<file path="config.mk">
export PLATFORM = sky130hd
export DESIGN_NAME = climate_actuator_fsm
export DESIGN_NICKNAME = d
export VERILOG_FILES = /design/src/rtl/climate_actuator_fsm.sv
export SDC_FILE = /design/constraint.sdc
export NUM_CORES = 1
export LEC_CHECK = 0
export CAP_MARGIN = 20
export CORE_MARGIN = 4
export CORE_UTILIZATION = 49
export DETAILED_ROUTE_END_ITERATION = 16
export DONT_BUFFER_PORTS = 1
export PLACE_DENSITY_LB_ADDON = 0.2
export SYNTH_ARGS = -nofsm -noshare
export SYNTH_HDL_FRONTEND = slang
export SYNTH_SLANG_ARGS = --single-unit
</file>
<file path="constraint.sdc">
create_clock -name clk -period 6.7 [get_ports clk]
set_input_delay 1.675 -clock clk [delete_from_list [all_inputs] [get_ports clk]]
set_output_delay 1.675 -clock clk [all_outputs]
set_load 0.01 [all_outputs]
</file>
<file path="src/rtl/climate_actuator_fsm.sv">
// climate_actuator_fsm: greenhouse heating/cooling source selector.
// Captures signed temperature samples and a light level, evaluates them one
// cycle later through a hysteresis state machine, and holds each new state for
// MIN_DWELL cycles before another decision is taken.
// Optional feature macro: CLIMATE_FAULT_EN (sensor fault code -128 forces IDLE
// and adds the fault output).
module climate_actuator_fsm #(
    parameter logic        [15:0] MIN_DWELL = 16'd50000,
    parameter logic signed [7:0]  HYST      = 8'sd2
) (
    input  logic               clk,
    input  logic               rst,
    input  logic               sample_valid,
    input  logic signed [7:0]  greenhouse_temp,
    input  logic signed [7:0]  solar_temp,
    input  logic signed [7:0]  ambient_temp,
    input  logic signed [7:0]  geothermal_temp,
    input  logic        [15:0] light_level,
    input  logic        [15:0] solar_th,
    input  logic signed [7:0]  solar_heatup_th,
    input  logic signed [7:0]  solar_cooldown_th,
    input  logic signed [7:0]  greenhouse_heatup_th,
    input  logic signed [7:0]  greenhouse_cooldown_th,
    input  logic signed [7:0]  ambient_heatup_th,
    input  logic signed [7:0]  ambient_cooldown_th,
    input  logic signed [7:0]  geothermal_heatup_th,
    input  logic signed [7:0]  geothermal_cooldown_th,
    output logic        [2:0]  state,
    output logic               fan_en,
    output logic               vent_open,
    output logic               solar_pump_en,
    output logic               geo_pump_en,
    output logic               busy,
    output logic               change
`ifdef CLIMATE_FAULT_EN
    ,
    output logic               fault
`endif
);

    typedef enum logic [2:0] {
        ST_IDLE       = 3'd0,
        ST_HEAT_SOLAR = 3'd1,
        ST_HEAT_GEO   = 3'd2,
        ST_COOL_AMB   = 3'd3,
        ST_COOL_GEO   = 3'd4
    } state_t;

    state_t             r_state;
    logic        [15:0] r_cnt;
    logic               r_pend;
    logic               r_change;
    logic               r_fan;
    logic               r_vent;
    logic               r_solar_pump;
    logic               r_geo_pump;
    logic signed [7:0]  r_gh;
    logic signed [7:0]  r_sol;
    logic signed [7:0]  r_amb;
    logic signed [7:0]  r_geo;
    logic        [15:0] r_light;

    logic signed [8:0]  w_gh;
    logic signed [8:0]  w_sol;
    logic signed [8:0]  w_amb;
    logic signed [8:0]  w_geo;
    logic signed [8:0]  w_gh_heat_exit;
    logic signed [8:0]  w_gh_cool_exit;
    logic               w_heat_dem;
    logic               w_cool_dem;
    logic               w_solar_ok;
    logic               w_geoh_ok;
    logic               w_amb_ok;
    logic               w_geoc_ok;
    logic               w_eval;
    logic               w_reload;
    logic               w_trans;
    state_t             w_next;
    state_t             w_new;

    // Reserved thresholds: accepted on the interface, not used in any decision.
    logic               w_unused;
    assign w_unused = ^{ambient_heatup_th, solar_cooldown_th};

    function automatic logic signed [8:0] sx9(input logic [7:0] v);
        return {v[7], v};
    endfunction

    assign w_gh  = sx9(r_gh);
    assign w_sol = sx9(r_sol);
    assign w_amb = sx9(r_amb);
    assign w_geo = sx9(r_geo);

    // 9-bit exit thresholds so +/-HYST never wraps at the 8-bit limits.
    assign w_gh_heat_exit = sx9(greenhouse_heatup_th) + sx9(HYST);
    assign w_gh_cool_exit = sx9(greenhouse_cooldown_th) - sx9(HYST);

    assign w_heat_dem = w_gh < sx9(greenhouse_heatup_th);
    assign w_cool_dem = w_gh > sx9(greenhouse_cooldown_th);
    assign w_solar_ok = (r_light >= solar_th) && (w_sol > sx9(solar_heatup_th)) && (w_sol > w_gh);
    assign w_geoh_ok  = (w_geo > sx9(geothermal_heatup_th)) && (w_geo > w_gh);
    assign w_amb_ok   = (w_amb < sx9(ambient_cooldown_th)) && (w_amb < w_gh);
    assign w_geoc_ok  = (w_geo < sx9(geothermal_cooldown_th)) && (w_geo < w_gh);

    // A pending capture is only evaluated once the dwell timer has expired.
    assign w_eval = r_pend && (r_cnt == '0);

`ifdef CLIMATE_FAULT_EN
    logic w_fault_smp;
    logic r_fault;
    assign w_fault_smp = (r_gh == 8'h80) || (r_sol == 8'h80) ||
                         (r_amb == 8'h80) || (r_geo == 8'h80);
    assign fault       = r_fault;
`endif

    // Hysteresis decision from the current state and captured sample.
    always_comb begin
        w_next = r_state;
        case (r_state)
            ST_IDLE: begin
                if (w_heat_dem && w_solar_ok)      w_next = ST_HEAT_SOLAR;
                else if (w_heat_dem && w_geoh_ok)  w_next = ST_HEAT_GEO;
                else if (w_cool_dem && w_amb_ok)   w_next = ST_COOL_AMB;
                else if (w_cool_dem && w_geoc_ok)  w_next = ST_COOL_GEO;
            end
            ST_HEAT_SOLAR: if ((w_gh >= w_gh_heat_exit) || !w_solar_ok) w_next = ST_IDLE;
            ST_HEAT_GEO:   if ((w_gh >= w_gh_heat_exit) || !w_geoh_ok)  w_next = ST_IDLE;
            ST_COOL_AMB:   if ((w_gh <= w_gh_cool_exit) || !w_amb_ok)   w_next = ST_IDLE;
            ST_COOL_GEO:   if ((w_gh <= w_gh_cool_exit) || !w_geoc_ok)  w_next = ST_IDLE;
            default:       w_next = ST_IDLE;
        endcase
    end

    // Resolve the state taken at this edge, with the sensor-fault override first.
    always_comb begin
        w_new    = r_state;
        w_reload = 1'b0;
`ifdef CLIMATE_FAULT_EN
        if (r_pend && w_fault_smp) begin
            w_new    = ST_IDLE;
            w_reload = 1'b1;
        end else
`endif
        if (w_eval) begin
            w_new = w_next;
        end
    end

    assign w_trans = (w_new != r_state);

    // State, dwell timer, sample capture and actuator outputs decoded from the new state.
    always_ff @(posedge clk) begin
        if (rst) begin
            r_state      <= ST_IDLE;
            r_cnt        <= '0;
            r_pend       <= 1'b0;
            r_change     <= 1'b0;
            r_fan        <= 1'b0;
            r_vent       <= 1'b0;
            r_solar_pump <= 1'b0;
            r_geo_pump   <= 1'b0;
            r_gh         <= '0;
            r_sol        <= '0;
            r_amb        <= '0;
            r_geo        <= '0;
            r_light      <= '0;
`ifdef CLIMATE_FAULT_EN
            r_fault      <= 1'b0;
`endif
        end else begin
            r_pend <= sample_valid;
            if (sample_valid) begin
                r_gh    <= greenhouse_temp;
                r_sol   <= solar_temp;
                r_amb   <= ambient_temp;
                r_geo   <= geothermal_temp;
                r_light <= light_level;
            end
            r_state  <= w_new;
            r_change <= w_trans;
            if (w_trans || w_reload) begin
                r_cnt <= MIN_DWELL;
            end else if (r_cnt != '0) begin
                r_cnt <= r_cnt - 16'd1;
            end
            r_fan        <= (w_new != ST_IDLE);
            r_vent       <= (w_new == ST_COOL_AMB);
            r_solar_pump <= (w_new == ST_HEAT_SOLAR);
            r_geo_pump   <= (w_new == ST_HEAT_GEO) || (w_new == ST_COOL_GEO);
`ifdef CLIMATE_FAULT_EN
            if (r_pend && w_fault_smp) begin
                r_fault <= 1'b1;
            end else if (w_eval) begin
                r_fault <= 1'b0;
            end
`endif
        end
    end

    assign state         = r_state;
    assign fan_en        = r_fan;
    assign vent_open     = r_vent;
    assign solar_pump_en = r_solar_pump;
    assign geo_pump_en   = r_geo_pump;
    assign busy          = (r_cnt != '0);
    assign change        = r_change;

endmodule

</file>
Word level (Yosys, flattened, before mapping)
Cells that the tools add are included.
{ "word_totals": {"input_bits": 131, "register_bits": 73, "elab_cells": 76, "out_inout_bits": 9} }
{ "op_classes": {"eq_ne": 9, "add_sub_neg": 3, "order_cmp": 13, "n_mux": 12, "reduce_logical": 25} }
{ "ops": {"columns": ["cell", "n"], "rows": [
  ["greater-than comparator 8 bit", 5],
  ["< comparator 8 bit", 5],
  ["2-to-1 mux 16 bit", 2],
  ["2-to-1 mux 3 bit", 9],
  [">= comparator 16 bit", 1],
  ["logical NOT 16 bit", 1],
  ["nonzero test 16 bit", 1],
  ["subtractor 16 x 1 -> 16 bit, second input constant", 1],
  ["one-hot mux 3 bit (5 select lines)", 1],
  ["equality test 3 x 2 -> 1 bit, second input constant", 4],
  ["logical AND 1 bit", 10],
  ["adder 8 x 3 -> 9 bit, second input constant", 1],
  [">= comparator 8 x 9 -> 1 bit", 1],
  ["less-or-equal comparator 8 x 9 -> 1 bit", 1],
  ["subtractor 8 x 3 -> 9 bit, second input constant", 1],
  ["equality test 3 x 1 -> 1 bit, second input constant", 2],
  ["equality test 3 bit, second input constant", 2],
  ["logical OR 1 bit", 5],
  ["logical NOT 1 bit", 4],
  ["logical NOT 3 bit", 1],
  ["!= test 3 bit", 1],
  ["nonzero test 3 bit", 1],
  ["nonzero test 2 bit", 1],
  ["OR reduction 2 bit", 1]
]} }

Depth between registers and ports, before layout
Gate-level depths: netlist (run 1).
{ "logic_depth": {"word_depth": 11, "mapped_depth": 14, "ltp_nobuf": 14} }

Worst setup path after synthesis (run 1)
No wires, ideal clock.
{ "synth_timing": {"path_type": "input to register", "startpoint": "in greenhouse_cooldown_th[1]", "endpoint": "reg r_geo_pump (netlist: geo_pump_en)", "required_time_ns": 6.620, "slack_ns": 2.309, "stages": 13, "setup_time_ns": 0.080, "n_path_buf": 0, "arrival_time_ns": 4.312, "path_cell_list": "inv_1 > ha_1 > nand2_1 > nor4_1 > xnor2_1 > ha_1 > and4_1 > a31oi_1 > o21ai_0 > a2111oi_0 > o21ai_0 > a2111o_1 > a211oi_2"} }
{ "synth_between": {"elab_chain_cells": 10, "elab_cells_between_ends": 18, "cone_classes": "add/sub (1); order compare (2); eq/ne (2); mux (8); reduce/logical (5)"} }
{ "synth_rtl": {"columns": ["item", "line", "source"], "rows": [
  ["from (decl)", "23", "input logic signed [7:0] greenhouse_cooldown_th,"],
  ["parallel branches: the longest is 6 deep, another holds subtractor 8 x 3 -> 9 bit", null, null],
  ["one-hot mux 3 bit (5 select lines) *", "119", "case (r_state)"],
  ["2-to-1 mux 3 bit *", "144", "if (w_eval) begin"],
  ["equality test 3 x 2 -> 1 bit / equality test 3 bit (equally long branches)", "189", "r_geo_pump <= (w_new == ST_HEAT_GEO) || (w_new == ST_COOL_GEO);"],
  ["logical OR 1 bit *", "189", null],
  ["to (signal assigned)", "189", null],
  ["to (decl)", "56", "logic r_geo_pump;"]
]} }
Every way passes the cells marked *.
A chain may end at the register's enable or synchronous reset.

Worst setup path in the final report (run 1)
{ "layout_timing": {"startpoint": "in greenhouse_cooldown_th[2]", "endpoint": "reg r_geo_pump (netlist: geo_pump_en)"} }
The elaborated chain is that of the path after synthesis.

==> results of run 1 <==
## worst max-delay path, stage by stage
cell,delay [ps]
sky130_fd_sc_hd__inv_1,90
sky130_fd_sc_hd__ha_1,200
sky130_fd_sc_hd__nand2_1,80
sky130_fd_sc_hd__nor4_1,260
sky130_fd_sc_hd__xnor2_1,160
sky130_fd_sc_hd__ha_1,280
sky130_fd_sc_hd__and4_1,220
sky130_fd_sc_hd__a31oi_1,160
sky130_fd_sc_hd__o21ai_0,200
sky130_fd_sc_hd__a2111oi_0,690
sky130_fd_sc_hd__o21ai_0,310
sky130_fd_sc_hd__a2111o_1,440
sky130_fd_sc_hd__a211oi_2,250
## cells in the final DEF (no fill, tap or decap), types with 3 or more instances in the layout
master                      netlist  layout
sky130_fd_sc_hd__ha_1           104     104
sky130_fd_sc_hd__clkbuf_16        0       9
sky130_fd_sc_hd__o21ai_1          3       3
sky130_fd_sc_hd__a21boi_0         3       3
sky130_fd_sc_hd__xnor2_1         17      17
sky130_fd_sc_hd__and2_1           3       3
sky130_fd_sc_hd__nand4_1         10      10
sky130_fd_sc_hd__inv_1           90      90
sky130_fd_sc_hd__o31ai_1          9       9
sky130_fd_sc_hd__and4_1           6       6
sky130_fd_sc_hd__a41oi_1          3       3
sky130_fd_sc_hd__nor2_1          76      76
sky130_fd_sc_hd__nor3_1           7       7
sky130_fd_sc_hd__o21ai_0         17      17
sky130_fd_sc_hd__or2_2            3       3
sky130_fd_sc_hd__a2111oi_0        5       5
sky130_fd_sc_hd__dfxtp_1         73      73
sky130_fd_sc_hd__o211ai_1         6       6
sky130_fd_sc_hd__or3_1           10      10
sky130_fd_sc_hd__a211oi_1         6       6
sky130_fd_sc_hd__a31oi_1          9       9
sky130_fd_sc_hd__nor2b_1         12      12
sky130_fd_sc_hd__a21oi_1         34      34
sky130_fd_sc_hd__nand3_1         10      10
sky130_fd_sc_hd__o22ai_1          3       3
sky130_fd_sc_hd__nor4_1           7       7
sky130_fd_sc_hd__a21o_1           6       6
sky130_fd_sc_hd__nand2_1         22      22
sky130_fd_sc_hd__mux2i_1         49      49
## state kept, by name (all words and copies together) (netlist names)
| register | count |
|---|---|
| r_light | 16 |
| change | 1 |
| r_gh | 8 |
| r_sol | 8 |
| r_pend | 1 |
| solar_pump_en | 1 |
| geo_pump_en | 1 |
| state | 3 |
| r_geo | 8 |
| r_amb | 8 |
| fan_en | 1 |
| vent_open | 1 |
| r_cnt | 16 |
## cell usage after synthesis (all sizes together) (6+ instances only)
cell / number
a21o: 6
o31ai: 9
a211oi: 7
clkbuf: 11
nand2: 23
ha: 104
dfxtp: 73
o21ai: 20
nor2b: 12
nand3: 10
and4: 6
a21oi: 34
nor4: 7
inv: 90
o211ai: 6
xnor2: 17
nor2: 76
or3: 10
nor3: 9
nand4: 10
a31oi: 9
mux2i: 49
## power groups by stage
stage / Clock [mW] / Combinational (mW) / Sequential [mW]
after floorplan: 0 / 0.411 / 0.549
after global placement: 0 / 0.455 / 0.563
after detailed placement: 0 / 0.476 / 0.566
after CTS: 0.539 / 0.481 / 0.557
after global routing: 0.560 / 0.552 / 0.567
final: 0.530 / 0.478 / 0.558
## worst max path at each step
stage	from	to	slack, ps
after floorplan	greenhouse_cooldown_th[1]	geo_pump_en	2310
after global placement	greenhouse_cooldown_th[2]	geo_pump_en	1890
after detailed placement	greenhouse_cooldown_th[2]	geo_pump_en	1750
after CTS	greenhouse_cooldown_th[2]	geo_pump_en	2090
after global routing	greenhouse_cooldown_th[1]	geo_pump_en	1800
final	greenhouse_cooldown_th[2]	geo_pump_en	1930
## cell families (layout without fill, tap and decap cells)
| group | count (synthesis) | count (layout) | synth area share |
|---|---|---|---|
| mux | 49 | 49 | 0.08789 |
| compound gates | 121 | 121 | 0.1437 |
| simple gates | 187 | 187 | 0.1738 |
| xor+xnor | 18 | 18 | 0.02825 |
| fa+ha+maj | 104 | 104 | 0.2332 |
| buf+inv | 105 | 106 | 0.07130 |
| flops | 73 | 73 | 0.2619 |
## area by class of cell
type | count | area (um^2)
clock inverters | 5 | 77.57
well taps | 140 | 175.2
clock buffers | 11 | 252.7
inverters | 90 | 337.8
flip-flops and latches | 73 | 1461
multi-input cells | 479 | 3721
fillers | 1006 | 4957
## metrics by stage
step,setup WS (ps),utilization,std cells
final,1931,0.5486,798
after CTS,2093,0.5486,798
after global routing,1804,0.5486,798
after floorplan,2309,-,657
after detailed placement,1751,0.5186,782
after global placement,1890,0.5186,782
## metal layers
metal	share of wire	up-vias	global-route usage
li1	-	2326	-
met1	0.44	2148	0.2564
met2	0.47	112	0.3527
met3	0.067	18	0.06237
met5	0	-	0
met4	0.020	0	0.07199
==> reports/results.md, run 1 <==
| Result | This run |
|---|---|
| Leading register cell type out of synthesis | sky130_fd_sc_hd__dfxtp_1 |
| Mapped Area | 0.005580 mm^2 |
| Leading post-synthesis cells by cell area | sky130_fd_sc_hd__dfxtp_1 (26%), sky130_fd_sc_hd__ha_1 (23%), sky130_fd_sc_hd__mux2i_1 (8.8%) |
| Clock tree from TritonCTS | yes |
| Number of warnings reported in the yosys synthesis log | 0 |
| Final weighted congestion in routability-driven placement | 0.9016 |
| Minimum clock period | 4769 ps |
| Syn Inst Count | 657 |
| Mean area per synthesized cell | 8.494 um^2 |
| Global-route total usage across every layer | 0.2099 |
| Buffer cell driving the clock tree root | sky130_fd_sc_hd__clkbuf_16 |
| Vias after detailed routing | 4604 |
| Number of gates resized after cts | 0 |
| Crit Path Max Fanout | 4 |
| Post-synthesis cell type with the largest combined area | sky130_fd_sc_hd__dfxtp_1 |
| Status | complete, no violations |
| Worst min-delay path category | register to register |
| Number of global-route vias before repair | 4809 |
| Max-cap violations | 0 |
| Clock transition at the register clock pins on the worst setup and hold paths after CTS | 60 ps |
| Largest net degree at the start of global routing | 71 |
| Post-synth EDFFs | 0 |
| Buffers inserted by post-CTS timing repair | 0 |
| Hold worst-path end | r_cnt[3] |
| Die width | 114.7 um |
| Leak | 2.934 nW |
| Fraction of power spent switching nets | 0.3154 |
| Final TNS setup | 0 ps |
| Setup slack of the worst register-to-register path | 3170 ps |
| Clock latency on the worst-skew pair | 330 ps |
| Critical path class | primary input to register |
| Share of the synthesized area in the top cell type | 0.2619 |
| Post-DR vias/cell | 5.769 |
| Highest achievable clock rate | 209.7 MHz |
| Sort of element at the end of the critical path | register |
| Total congestion overflow after global routing | 0 |
| Hold_ws | 494.6 ps |
| Quantity of I/O buffers inserted on ports | 0 |
| Actual transition at the worst max-transition pin | 749.6 ps |
| Share of cells above drive strength 1 | 0.04407 |
| Portion of the clock cycle consumed by the worst path in the final layout | 0.7118 |
| Setup repair after global routing missed its margin | false |
| Post-detailed-route wirelength per cell | 16.80 um |
| Number of nets in the finished design | 888 |
| DIE HEIGHT | 114.7 um |
| Clock buffer depth | 2 |
| Max rail drop VDD | 0.0001297 V |
| Yosys cell types | 60 |
| DP HPWL | 10690 um |
| Setup clock skew after layout | 7.129 ps |
| Instance area after placement | 0.005695 mm^2 |
| Cell area after layout | 0.006026 mm^2 |
| Level count of the clock H-tree | 3 |
| Initial Utilization | 0.5081 |
| Synth-to-layout area growth | 7.982% |
| Number of cell rows | 38 |
| Critical path launch point type | primary input |
| Async set-or-reset flop fraction in the synthesized netlist | 0 |
| First-pass detailed-route iteration total | 4 |
| Post-route DRC | 0 |
| Overall die area | 0.01316 mm^2 |
| Io pins | 140 |
| Relative slew margins | 0.4933 |
| Yosys reg bits | 73 |
| CTS Buf Count | 9 |
| Hold_buf cts | 0 |
| Sequential cell area fraction in the yosys report | 0.2619 |
| Setup violators final | 0 |
| Total power draw | 1.566 mW |
| Remaining number of nets flagged by the antenna check after routing | 0 |
| Capturing point of the worst reg2reg path | geo_pump_en |
| Clock share of power | 0.338 |
| Detailed Route WL | 13400 um |
| Number of antenna violations at the first check in global routing | 0 |
| Required time at the worst-slack endpoint | 6950 ps |
| Instance count along the most critical hold path | 2 |
| Combinational Power Share | 0.305 |
| Power per standard cell area | 259.9 mW/mm^2 |
| Placeable core region | 0.01098 mm^2 |
| Arrival time at the worst endpoint | 5020 ps |
| Worst reg2reg startpoint | r_gh[7] |
| Count of pins over their slew limit | 0 |
| Register share of total power | 0.356 |
| Syn Nets | 892 |
| Number of design-rule violations left by the first detailed-router iteration | 210 |
| CTS sink count | 73 |
| Wire length of the first global-routing pass | 22360 um |
| Net load switching power | 0.4938 mW |
| Final Hold Fails | 0 |
| Worst Min Path Start | r_cnt[3] |
| Design internal power | 1.072 mW |
| Number of diodes added for antenna fixing | 0 |
| Cell depth of the worst flop-to-flop path | 10 |
No activity file was read; power rests on OpenSTA's default activity.
==> inputs of run 2 (changes only) <==
==> constraint.sdc (replaced) <==
create_clock -name clk -period 5 [get_ports clk]
set_input_delay 1.25 -clock clk [delete_from_list [all_inputs] [get_ports clk]]
set_output_delay 1.25 -clock clk [all_outputs]
set_load 0.01 [all_outputs]
==> run 2 against run 1 <==
Compared with the run above: sequential cell count unchanged; sequential share of layout area decreased by 0.19 points; via count fell by 0.48%; clock skew is essentially flat; global-route usage grew 0.065 points; cell count stayed put; highest routed layer unchanged; first-iteration DRC count decreased by 14%; worst hold slack lost 11 ps; sequential power is 34% higher; die area did not move; critical endpoint unchanged; core utilization up 0.43 points; register-to-register slack got worse by 1600 ps.
==> reports/results.md, run 2 (synthesis results as in run 1) <==
| Result | This run | Change |
|---|---|---|
| Arrival time at the worst endpoint | 4460 ps | was 5020 ps |
| Actual transition at the worst max-transition pin | 724.4 ps | was 749.6 ps |
| Detailed Route WL | 13240 um | was 13400 um |
| Post-DR vias/cell | 5.742 | was 5.769 |
| Buffer cell driving the clock tree root | sky130_fd_sc_hd__clkbuf_16 | unchanged |
| Status | complete, no violations | unchanged |
| Commonest non-fill, non-tap cells in the layout | sky130_fd_sc_hd__ha_1 (104), sky130_fd_sc_hd__inv_1 (90), sky130_fd_sc_hd__nor2_1 (76) | unchanged |
| Number of diodes added for antenna fixing | 0 | unchanged |
| Number of antenna violations at the first check in global routing | 0 | unchanged |
| Highest achievable clock rate | 237.7 MHz |  |
| Vias after detailed routing | 4582 | was 4604 |
| Final weighted congestion in routability-driven placement | 0.8557 | was 0.9016 |
| Number of cell rows | 38 | unchanged |
| Hold_buf cts | 0 | unchanged |
| Combinational Power Share | 0.292 | was 0.305 |
| CTS sink count | 73 | unchanged |
| Initial Utilization | 0.5081 | unchanged |
| Instance area after placement | 0.005695 mm^2 | unchanged |
| Buffers inserted by post-CTS timing repair | 0 | unchanged |
| Quantity of I/O buffers inserted on ports | 0 | unchanged |
| Level count of the clock H-tree | 3 | unchanged |
| Worst min-delay path category | register to register | unchanged |
| Max-cap violations | 0 | unchanged |
| Total congestion overflow after global routing | 0 | unchanged |
| Share of cells above drive strength 1 | 0.04407 | unchanged |
| Max rail drop VDD | 0.0001906 V | was 0.0001297 V |
| Clock buffer depth | 2 | unchanged |
| Placeable core region | 0.01098 mm^2 | unchanged |
| Post-detailed-route wirelength per cell | 16.60 um | was 16.80 um |
| Cell depth of the worst flop-to-flop path | 10 | unchanged |
| Setup violators final | 0 | unchanged |
| Clock tree from TritonCTS | yes | unchanged |
| Utilization of the core after routing | 0.5530 | was 0.5486 |
| Setup clock skew after layout | 6.680 ps | was 7.129 ps |
| CTS Buf Count | 9 | unchanged |
| Critical path class | primary input to register | unchanged |
| Instance count along the most critical hold path | 2 | unchanged |
| Clock share of power | 0.367 | was 0.338 |
| Net load switching power | 0.6569 mW | was 0.4938 mW |
| Die width | 114.7 um | unchanged |
| Relative slew margins | 0.5103 | was 0.4933 |
| DP HPWL | 10560 um | was 10690 um |
| Synth-to-layout area growth | 8.834% | was 7.982% |
| Register share of total power | 0.341 | was 0.356 |
| Required time at the worst-slack endpoint | 5250 ps | was 6950 ps |
| Count of pins over their slew limit | 0 | unchanged |
| Remaining number of nets flagged by the antenna check after routing | 0 | unchanged |
| Setup repair after global routing missed its margin | false | unchanged |
| Minimum clock period | 4208 ps |  |
| Number of design-rule violations left by the first detailed-router iteration | 180 | was 210 |
| Portion of the clock cycle consumed by the worst path in the final layout | 0.8415 |  |
| Number of gates resized after cts | 0 | unchanged |
| Largest registers | r_cnt: 16 flops, r_light: 16 flops | unchanged |
| First-pass detailed-route iteration total | 5 | was 4 |
| Io pins | 140 | unchanged |
| Clock latency on the worst-skew pair | 330 ps | about the same |
| Sort of element at the end of the critical path | register | unchanged |
| DIE HEIGHT | 114.7 um | unchanged |
| Number of global-route vias before repair | 4762 | was 4809 |
| Fraction of power spent switching nets | 0.2993 | was 0.3154 |
| Most frequent standard cell in the layout excluding fill and tap cells | sky130_fd_sc_hd__ha_1 | unchanged |
| Largest net degree at the start of global routing | 71 | unchanged |
| Overall die area | 0.01316 mm^2 | unchanged |
| Crit Path Max Fanout | 4 | unchanged |
| Critical path launch point type | primary input | unchanged |
| Wire length of the first global-routing pass | 22250 um | was 22360 um |
| Post-route DRC | 0 | unchanged |
| Clock transition at the register clock pins on the worst setup and hold paths after CTS | 60 ps | about the same |
| Global-route total usage across every layer | 0.2105 | was 0.2099 |
| Power per standard cell area | 361.4 mW/mm^2 | was 259.9 mW/mm^2 |
| Cell area after layout | 0.006073 mm^2 | was 0.006026 mm^2 |
| Final TNS setup | 0 ps | unchanged |
| Leak | 2.959 nW | was 2.934 nW |
| Final Hold Fails | 0 | unchanged |
| Design internal power | 1.538 mW | was 1.072 mW |
| Number of nets in the finished design | 888 | unchanged |
run 2: per-stage QoR:
stage                     cells  hold WS [ps]  setup WS, ps  power [mW]
after floorplan             657         453.6          1034       1.287
after global placement      782         459.8         616.4       1.364
after detailed placement    782         474.9         535.3       1.396
after CTS                   798         486.0         843.1       2.212
after global routing        798         534.9         492.4       2.347
final                       798         483.7         792.5       2.195
run 2: per-layer routing:
layer	routed length, um	up-vias	part of all wire	track usage
met3	895	22	0.068	0.06290
li1	-	2333	-	-
met2	6017	122	0.45	0.3473
met5	0	-	0	0
met4	289	0	0.022	0.07355
met1	6041	2105	0.46	0.2618
run 2: area by class of cell:
type                    count  area, um^2
flip-flops and latches     73        1461
well taps                 140       175.2
fillers                  1036        4910
clock buffers              11       252.7
inverters                  90       337.8
multi-input cells         479        3721
clock inverters             5       125.1
run 2: power by group through the flow:
stage                     clock network, mW  logic (mW)  registers [mW]
after floorplan                           0       0.550           0.736
after global placement                    0       0.610           0.754
after detailed placement                  0       0.637           0.759
after CTS                             0.821       0.643           0.748
after global routing                  0.849       0.738           0.761
final                                 0.805       0.642           0.748
run 2: worst max-delay path, stage by stage:
cell                        delay, ps
sky130_fd_sc_hd__inv_1             80
sky130_fd_sc_hd__ha_1             190
sky130_fd_sc_hd__nand2_1           80
sky130_fd_sc_hd__nor4_1           240
sky130_fd_sc_hd__xnor2_1          170
sky130_fd_sc_hd__ha_1             270
sky130_fd_sc_hd__and4_1           210
sky130_fd_sc_hd__a31oi_1          150
sky130_fd_sc_hd__o21ai_0          190
sky130_fd_sc_hd__a2111oi_0        640
sky130_fd_sc_hd__o21ai_0          320
sky130_fd_sc_hd__a2111o_1         450
sky130_fd_sc_hd__a211oi_2         220
run 2: final timing paths:
path                        startpoint          end  slack (ps)
max          greenhouse_cooldown_th[2]  geo_pump_en         790
min                           r_cnt[3]     r_cnt[3]         480
max reg2reg                    r_gh[7]  geo_pump_en        1530
min reg2reg                   r_cnt[3]     r_cnt[3]         480
==> inputs of run 3 (changes only) <==
==> constraint.sdc (replaced) <==
create_clock -name clk -period 4.1 [get_ports clk]
set_input_delay 1.025 -clock clk [delete_from_list [all_inputs] [get_ports clk]]
set_output_delay 1.025 -clock clk [all_outputs]
set_load 0.01 [all_outputs]
==> run 3 against run 2 <==
Compared with the run above: worst setup slack got worse by 520 ps; sequential share of layout area increased by 0.16 points; non-clock buffer count increased by 4; global-route usage decreased by 0.16 points; die area unchanged; register-to-register slack got worse by 690 ps; count of clock-buffer cells in the layout increased by 1; power increased by 14%; worst hold slack got worse by 3.1 ps; sequential power increased by 22%; cell count increased by 0.50%; combinational power increased by 24%; critical path type unchanged; critical endpoint unchanged; largest power group is now sequential cells.
==> reports/results.md, run 3 (synthesis results as in run 1) <==
| Result | This run | Change |
|---|---|---|
| Capturing point of the worst reg2reg path | geo_pump_en | unchanged |
| Share of cells above drive strength 1 | 0.04834 | was 0.04407 |
| Number of global-route vias before repair | 4811 | was 4762 |
| Critical path launch point type | primary input | unchanged |
| Setup ws final | 273.5 ps | was 792.5 ps |
| Crit Path Max Fanout | 3 | was 4 |
| DP HPWL | 10630 um | was 10560 um |
| Number of gates resized after cts | 0 | unchanged |
| DIE HEIGHT | 114.7 um | unchanged |
| Level count of the clock H-tree | 3 | unchanged |
| Overall die area | 0.01316 mm^2 | unchanged |
| Placeable core region | 0.01098 mm^2 | unchanged |
| Setup slack of the worst register-to-register path | 840 ps | was 1530 ps |
| Max-cap violations | 0 | unchanged |
| Area used by multi-input combinational logic | 0.003721 mm^2 | unchanged |
| Total congestion overflow after global routing | 0 | unchanged |
| Clock tree from TritonCTS | yes | unchanged |
| Power per standard cell area | 414.6 mW/mm^2 | was 361.4 mW/mm^2 |
| FF+latch area | 0.001461 mm^2 | unchanged |
| CTS Buf Count | 9 | unchanged |
| Number of nets in the finished design | 892 | was 888 |
| Leak | 2.941 nW | was 2.959 nW |
| Required time at the worst-slack endpoint | 4350 ps | was 5250 ps |
| Number of design-rule violations left by the first detailed-router iteration | 130 | was 180 |
| Most frequent standard cell in the layout excluding fill and tap cells | sky130_fd_sc_hd__ha_1 | unchanged |
| Setup clock skew after layout | 7.055 ps | was 6.680 ps |
| Vias after detailed routing | 4605 | was 4582 |
| Count of pins over their slew limit | 0 | unchanged |
| Buffer cell driving the clock tree root | sky130_fd_sc_hd__clkbuf_16 | unchanged |
| Synth-to-layout area growth | 8.117% | was 8.834% |
| Worst Min Path Start | r_cnt[3] | unchanged |
| Number of cell rows | 38 | unchanged |
| Critical Path, Cell by Cell | inv_1 -> ha_1 -> nand2_1 -> nor4_1 -> xnor2_1 -> ha_1 -> and4_1 -> a31oi_1 -> o21ai_0 -> a2111oi_0 -> o21ai_0 -> a2111o_1 -> a211oi_2 | unchanged |
| Minimum clock period | 3826 ps |  |
| Setup violators final | 0 | unchanged |
| Pre-CTS WS | -21.44 ps | was 535.3 ps |
| Total power draw | 2.501 mW | was 2.195 mW |
| Arrival time at the worst endpoint | 4080 ps | was 4460 ps |
| Post-route DRC | 0 | unchanged |
| Hold worst-path end | r_cnt[3] | unchanged |
| Detailed Route WL | 13150 um | was 13240 um |
| Actual transition at the worst max-transition pin | 587.6 ps | was 724.4 ps |
| Setup repair after global routing missed its margin | false | unchanged |
| Portion of the clock cycle consumed by the worst path in the final layout | 0.9333 |  |
| Status | complete, no violations | unchanged |
| Quantity of I/O buffers inserted on ports | 0 | unchanged |
| Final weighted congestion in routability-driven placement | 0.8910 | was 0.8557 |
| Final Hold Fails | 0 | unchanged |
| Sort of element at the end of the critical path | register | unchanged |
| Critical path class | primary input to register | unchanged |
| Number of diodes added for antenna fixing | 0 | unchanged |
| Buffers inserted by post-CTS timing repair | 0 | unchanged |
| Slowest-stage cell, CP | sky130_fd_sc_hd__a2111oi_0 | unchanged |
| Post-detailed-route wirelength per cell | 16.40 um | was 16.60 um |
| Global-route total usage across every layer | 0.2090 | was 0.2105 |
| Wire length of the first global-routing pass | 22450 um | was 22250 um |
| Largest stage delay, worst path | 610 ps | was 640 ps |
| Commonest non-fill, non-tap cells in the layout | sky130_fd_sc_hd__ha_1 (104), sky130_fd_sc_hd__inv_1 (90), sky130_fd_sc_hd__nor2_1 (76) | unchanged |
| Clock buffer depth | 2 | unchanged |
| Io pins | 140 | unchanged |
| Total of fill cells in the finished design | 1010 | was 1036 |
| Highest achievable clock rate | 261.3 MHz |  |
| Relative slew margins | 0.5981 | was 0.5103 |
| Worst reg2reg startpoint | r_gh[7] | unchanged |
| Die width | 114.7 um | unchanged |
| Cell depth of the worst flop-to-flop path | 10 | unchanged |
| Utilization of the core after routing | 0.5493 | was 0.5530 |
| Clock latency on the worst-skew pair | 330 ps | about the same |
| First-pass detailed-route iteration total | 5 | unchanged |
| CTS sink count | 73 | unchanged |
| Largest registers | r_cnt: 16 flops, r_light: 16 flops | unchanged |
| Instance count along the most critical hold path | 2 | unchanged |
| Clock transition at the register clock pins on the worst setup and hold paths after CTS | 60 ps | about the same |
| Hold_buf cts | 0 | unchanged |
| Max rail drop VDD | 0.0002477 V | was 0.0001906 V |
| Largest net degree at the start of global routing | 71 | unchanged |
| Number of antenna violations at the first check in global routing | 0 | unchanged |
| Post-DR vias/cell | 5.742 | about the same |
| Worst min-delay path category | register to register | unchanged |
| Initial Utilization | 0.5081 | unchanged |
| Remaining number of nets flagged by the antenna check after routing | 0 | unchanged |
## run 3: changes by cell type in the layout (fill, tap and decap cells not counted)
cell | before | now
sky130_fd_sc_hd__buf_4 | 0 | 4
sky130_fd_sc_hd__clkinv_4 | 0 | 1
sky130_fd_sc_hd__clkinvlp_4 | 0 | 1
sky130_fd_sc_hd__bufinv_16 | 4 | 1
sky130_fd_sc_hd__clkbuf_1 | 0 | 1
## run 3: worst max-delay path: cells and delay by family
kind,cells,cell delay [ps]
AOI/OAI and AO/OA,6,1780
and+or+nand+nor,3,520
adders and majority gates,2,490
xor gates and xnor gates,1,170
buffers and inverters,1,90
## run 3: how the worst max path moves through the flow
stage                                    from          end  slack (ps)  cells past startpoint
finish              greenhouse_cooldown_th[2]  geo_pump_en         270                     13
global route        greenhouse_cooldown_th[2]  geo_pump_en           4                     13
CTS                 greenhouse_cooldown_th[2]  geo_pump_en         280                     13
detailed placement  greenhouse_cooldown_th[2]  geo_pump_en         -20                     13
global placement    greenhouse_cooldown_th[2]  geo_pump_en          60                     13
floorplan           greenhouse_cooldown_th[1]  geo_pump_en         360                     13
## run 3: report_power, final
| part | switching, mW | internal [mW] |
|---|---|---|
| clock | 0.290 | 0.504 |
| sequential | 0.0978 | 0.815 |
| combinational | 0.411 | 0.383 |
## run 3: area by class of cell
| type | instances | share of cell area |
|---|---|---|
| clock buffers | 12 | 0.04251 |
| repair buffers | 4 | 0.004977 |
| well taps | 140 | 0.02903 |
| multi-input cells | 479 | 0.6168 |
| inverters | 90 | 0.05599 |
| flip-flops and latches | 73 | 0.2422 |
| clock inverters | 4 | 0.008503 |
## run 3: layer usage
layer,track usage,wire [um],vias up
met5,0,0,-
met4,0.06808,307,0
met3,0.05444,797,24
met2,0.3508,6138,112
met1,0.2617,5905,2132
li1,-,-,2337
## run 3: per-stage QoR
stage                     setup TNS [ps]  std cells  hold slack [ps]  cell area [um^2]
after floorplan                        0        657            453.6              5580
after global placement                 0        786            460.7              5725
after detailed placement          -21.44        786            473.1              5725
after CTS                              0        802            483.9              6033
after global routing                   0        802            513.0              6033
final                                  0        802            480.6              6033
